<file path="src/rtl/tx_rate_sched.sv">
// Multi-rate clock-enable scheduler for the Tx chain: guard/run/drain sequencing with /2, /16, /32 strobes.
// Optional single-frame mode enabled by defining TX_SCHED_AUTOSTOP_EN.
module tx_rate_sched #(
    parameter int unsigned GUARD_CYC  = 4,
    parameter int unsigned FRAME_SYMS = 16,
    parameter int unsigned SYM_W      = 4
) (
    input  logic             clk,
    input  logic             rst,
    input  logic             start,
    input  logic             stop,
    output logic             busy,
    output logic             ce_2,
    output logic             ce_16,
    output logic             ce_32,
    output logic [4:0]       phase,
    output logic [SYM_W-1:0] sym_idx,
    output logic             frame_done
);

    localparam int unsigned PH_W    = 5;
    localparam int unsigned GUARD_W = (GUARD_CYC > 1) ? $clog2(GUARD_CYC) : 1;

    localparam logic [PH_W-1:0]    PH_LAST    = '1;
    localparam logic [SYM_W-1:0]   SYM_LAST   = SYM_W'(FRAME_SYMS - 1);
    localparam logic [GUARD_W-1:0] GUARD_LAST = GUARD_W'(GUARD_CYC - 1);

    typedef enum logic [1:0] {
        S_IDLE  = 2'd0,
        S_ARM   = 2'd1,
        S_RUN   = 2'd2,
        S_DRAIN = 2'd3
    } state_t;

    state_t             state_q, state_d;
    logic [GUARD_W-1:0] guard_q, guard_d;
    logic [PH_W-1:0]    phase_q, phase_d;
    logic [SYM_W-1:0]   sym_q, sym_d;

    logic busy_q, busy_d;
    logic ce_2_q, ce_2_d;
    logic ce_16_q, ce_16_d;
    logic ce_32_q, ce_32_d;
    logic frame_done_q, frame_done_d;

    logic sym_strobe;
    logic sym_last;
    logic end_run;
    logic run_d;

    // Next-state logic; strobe outputs are decoded from the next state so they register in step with phase.
    always_comb begin
        state_d    = state_q;
        guard_d    = guard_q;
        phase_d    = phase_q;
        sym_d      = sym_q;
        sym_strobe = (phase_q == PH_LAST);
        sym_last   = (sym_q == SYM_LAST);
        end_run    = 1'b0;

        case (state_q)
            S_IDLE: begin
                guard_d = '0;
                phase_d = '0;
                sym_d   = '0;
                if (start && !stop) begin
                    state_d = S_ARM;
                end
            end
            S_ARM: begin
                phase_d = '0;
                sym_d   = '0;
                if (stop) begin
                    state_d = S_IDLE;
                    guard_d = '0;
                end else if (guard_q == GUARD_LAST) begin
                    state_d = S_RUN;
                    guard_d = '0;
                end else begin
                    guard_d = guard_q + GUARD_W'(1);
                end
            end
            S_RUN: begin
                if (stop) begin
                    if (sym_strobe) begin
                        end_run = 1'b1;
                    end else begin
                        state_d = S_DRAIN;
                    end
                end
`ifdef TX_SCHED_AUTOSTOP_EN
                if (sym_strobe && sym_last) begin
                    end_run = 1'b1;
                end
`endif
            end
            S_DRAIN: begin
                if (sym_strobe) begin
                    end_run = 1'b1;
                end
            end
            default: state_d = S_IDLE;
        endcase

        if ((state_q == S_RUN) || (state_q == S_DRAIN)) begin
            phase_d = phase_q + PH_W'(1);
            if (sym_strobe) begin
                sym_d = sym_last ? '0 : sym_q + SYM_W'(1);
            end
        end

        // A run ending on the symbol boundary returns to a clean idle.
        if (end_run) begin
            state_d = S_IDLE;
            phase_d = '0;
            sym_d   = '0;
        end

        run_d        = (state_d == S_RUN) || (state_d == S_DRAIN);
        busy_d       = (state_d != S_IDLE);
        ce_2_d       = run_d && phase_d[0];
        ce_16_d      = run_d && (phase_d[3:0] == 4'hF);
        ce_32_d      = run_d && (phase_d == PH_LAST);
        frame_done_d = ce_32_d && (sym_d == SYM_LAST);
    end

    always_ff @(posedge clk or negedge rst) begin
        if (!rst) begin
            state_q      <= S_IDLE;
            guard_q      <= '0;
            phase_q      <= '0;
            sym_q        <= '0;
            busy_q       <= 1'b0;
            ce_2_q       <= 1'b0;
            ce_16_q      <= 1'b0;
            ce_32_q      <= 1'b0;
            frame_done_q <= 1'b0;
        end else begin
            state_q      <= state_d;
            guard_q      <= guard_d;
            phase_q      <= phase_d;
            sym_q        <= sym_d;
            busy_q       <= busy_d;
            ce_2_q       <= ce_2_d;
            ce_16_q      <= ce_16_d;
            ce_32_q      <= ce_32_d;
            frame_done_q <= frame_done_d;
        end
    end

    assign busy       = busy_q;
    assign ce_2       = ce_2_q;
    assign ce_16      = ce_16_q;
    assign ce_32      = ce_32_q;
    assign phase      = phase_q;
    assign sym_idx    = sym_q;
    assign frame_done = frame_done_q;

endmodule

</file>
<file path="config.mk">
export PLATFORM = sky130hd
export DESIGN_NAME = tx_rate_sched
export DESIGN_NICKNAME = d
export VERILOG_FILES = /design/src/rtl/tx_rate_sched.sv
export SDC_FILE = /design/constraint.sdc
export NUM_CORES = 1
export LEC_CHECK = 0
export BUFFER_PORTS_ARGS = -buffer_cell sky130_fd_sc_hd__buf_4
export CAP_MARGIN = 0
export CORE_MARGIN = 5
export CORE_UTILIZATION = 51
export CTS_CLUSTER_DIAMETER = 50
export DETAILED_ROUTE_END_ITERATION = 12
export HOLD_SLACK_MARGIN = 0.06
export MAX_ROUTING_LAYER = met4
export PLACE_DENSITY = 0.75
export SLEW_MARGIN = 25
export SYNTH_ARGS = -nofsm -noshare
export SYNTH_HDL_FRONTEND = slang
export SYNTH_SLANG_ARGS = --single-unit
</file>
<file path="constraint.sdc">
create_clock -name clk -period 2.8 [get_ports clk]
set_clock_uncertainty 0.1 [all_clocks]
set_input_delay 0.84 -clock clk [delete_from_list [all_inputs] [get_ports clk]]
set_output_delay 0.84 -clock clk [all_outputs]
set_load 0.05 [all_outputs]
</file>
==> summary.md <==
| Metric | Value |
|---|---|
| Syn Inst Count | `80` |
| Grt ovf | `0` |
| DRT antenna net count | `0` |
| CP Capture Type | `register` |
| Maximum VDD drop | `366 uV` |
| CP max-delay cell | `or4_1` |
| Io pins | `18` |
| Vias in the first global route | `622` |
| Minimum clock period | `2.29 ns` |
| Maximum root-to-sink buffer count | `2` |
| Fin. max-slew vios | `0` |
| Pwr/cell area | `462 nW/um^2` |
| Global Route Usage Sum | `14.0%` |
| Switching Share | `23.1%` |
| DP HPWL | `1190 um` |
| Clock Latency Late Sink | `0.28 ns` |
| Unrepaired setup endpoints after global routing | `false` |
| Yosys Warn Count | `0` |
| Die area | `2590 um^2` |
| Post-synth EDFFs | `0` |
| RD Place Congestion | `0.773` |
| Sequential Power Share | `58.4%` |
| Post-route DRC | `0` |
| Fmax | `0.437 GHz` |
| Starting Density | `55.3%` |
| CP Launch Type | `register` |
| H-tree lvl count | `1` |
| Cts repair resizes | `0` |
| Largest net degree at the start of global routing | `19` |
| CTS Buf Count | `3` |
| Crit Path Class | `reg -> reg` |
| Chip Height | `50.9 um` |
| Peak per-stage delay on the critical path | `0.54 ns` |
| Pre-CTS setup slack | `0.549 ns` |
| Clock power frac | `32.4%` |
| Leakage | `0.525 nW` |
| Clk root buf | `clkbuf_4` |
| CTS tree | `done` |
| Net switching power figure | `0.108 mW` |
| Worst slew margin | `77.5%` |
| MaxCap Viol Count | `0` |
| Post-DR wirelength/cell | `13.8 um` |
| Crit path max-delay family | `simple AND/OR/NAND/NOR gates` |
| Clock-pin slew on the worst setup and hold paths | `0.10 ns` |
| Initial antenna violation count | `0` |
| 1st-iter DRT viols | `11` |
| Hold slack | `0.300 ns` |
| Cell mode on critical path | `ha_1` |
| Post-synth top area cell | `dfrtp_1` |
| Worst Path Required | `2.89 ns` |
| Worst path arrival time | `2.38 ns` |
| First-pass GRT wire length | `2700 um` |
| Mean Syn Cell Area | `10.7 um^2` |
| CP Cell Sequence | `ha_1, and3_1, ha_1, o21ai_2, nand2_1, or4_1, nor4_2` |
| Combinational Power Share | `9.2%` |
| Clk sink count | `18` |
| Design Power | `0.469 mW` |
| Mapped Area | `852 um^2` |
| Top post-synthesis cells by area | `dfrtp_1, ha_1, nand2b_1` |
| WL final | `1570 um` |
| Most frequent cells in the layout | `dfrtp_1, buf_4, nor2_1, nand2b_1, nand2_1` |
| Finish-stage setup viols | `0` |
| Mapped Nets | `88` |
| Worst slew pin tran | `0.337 ns` |
| Top-area cell type share of the netlist area | `52.9%` |
| Fin nets | `107` |
| Int Power | `0.361 mW` |
| Max FO, Critical Path | `9` |
| DR vias/cell | `5.59` |
| Antenna cells | `0` |
| Port bufs | `17` |
| Core area | `1540 um^2` |
| Period utilization | `81.8%` |
| HP Class | `in -> async` |
| Register area share after synthesis | `52.9%` |
| Die Wd | `50.9 um` |
| Setup tns final | `0 ns` |
| Yosys cell types | `30` |
| Worst setup margin | `0.511 ns` |
| Hold_buf cts | `0` |
| Hold Fails Final Rpt | `0` |
| Run status | `finished, final reports clean` |
| Bufs and invs on worst path | `0` |
| Number of core rows | `14` |
| Ys async rst share | `100%` |
| Top FF cell, synth | `dfrtp_1` |
| Vias | `637` |
| Share of cells above drive strength 1 | `25.5%` |
| Register bit total from synthesis | `18` |
| TritonRoute pass-1 iters | `4` |
| Setup Fix Bufs, Post-CTS | `0` |
| Layout area overhead | `19.1%` |
| Util after Layout | `65.8%` |
final timing paths:
check	startpoint	end	slack [ns]	depth (start not counted)
max	phase[0]	frame_done	0.51	7
min	rst	sym_idx[0]	0.30	1
max reg2reg	phase[0]	frame_done	0.51	7
min reg2reg	guard_q[1]	guard_q[1]	0.42	2
max in group asynchronous	rst	guard_q[0]	2.11	1
min in group clk	guard_q[1]	guard_q[1]	0.42	2
stage by stage:
step	std cells	area, um^2
after CTS	114	1010
after global routing	114	1010
after global placement	110	978
after detailed placement	110	978
final	114	1010
after floorplan	80	852
cells in the mapped netlist, types with 3 or more instances:
cell      number
nand2_1        6
nor2_1         8
ha_1           4
xor2_1         3
a21oi_1        3
nand3_1        3
dfrtp_1       18
nand2b_1       7
power groups by stage:
stage | combinational, mW | clock, mW | sequential, mW
finish | 0.0431 | 0.152 | 0.274
global route | 0.0471 | 0.173 | 0.276
CTS | 0.0441 | 0.159 | 0.274
detailed placement | 0.0441 | 0 | 0.279
global placement | 0.0435 | 0 | 0.278
floorplan | 0.0157 | 0 | 0.288
flip-flops by register name (all words and copies together) (netlist names):
| name | cells |
|---|---|
| busy | 1 |
| ce_16 | 1 |
| ce_2 | 1 |
| ce_32 | 1 |
| frame_done | 1 |
| guard_q | 2 |
| phase | 5 |
| state_q | 2 |
| sym_idx | 4 |
cells by family (layout without fill, tap and decap cells):
| logic type | after synthesis | in the layout | synth area share, % |
|---|---|---|---|
| simple gates | 34 | 34 | 21.1 |
| flops | 18 | 18 | 52.9 |
| compound gates | 13 | 13 | 10.4 |
| buf+inv | 6 | 24 | 4.26 |
| fa+ha+maj | 4 | 4 | 5.87 |
| xor+xnor | 3 | 3 | 3.08 |
| mux | 2 | 2 | 2.35 |
area by class of cell:
cell class | instances | area [um^2]
Sequential cell | 18 | 450
Inverter | 2 | 7.51
Timing Repair Buffer | 18 | 135
Multi-Input combinational cell | 56 | 365
Fill cell | 126 | 527
Clock buffer | 4 | 36.3
Tap cell | 16 | 20.0
routing by layer:
layer / track usage [%] / part of all wire, % / vias up
li1: - / - / 313
met1: 17.0 / 41 / 305
met2: 22.3 / 53 / 17
met3: 3.78 / 5.4 / 2
met4: 5.11 / 0.76 / 0
met5: - / 0 / -
worst reg2reg max path: cells and delay by family (launching register included):
kind / cells / cell delay [ns]
AND/OR/NAND/NOR: 4 / 0.98
flip-flops: 1 / 0.46
AO/OA/AOI/OAI: 1 / 0.13
adder cells (fa/ha/maj): 2 / 0.54
Note: power is estimated with default switching activity, not from simulation.
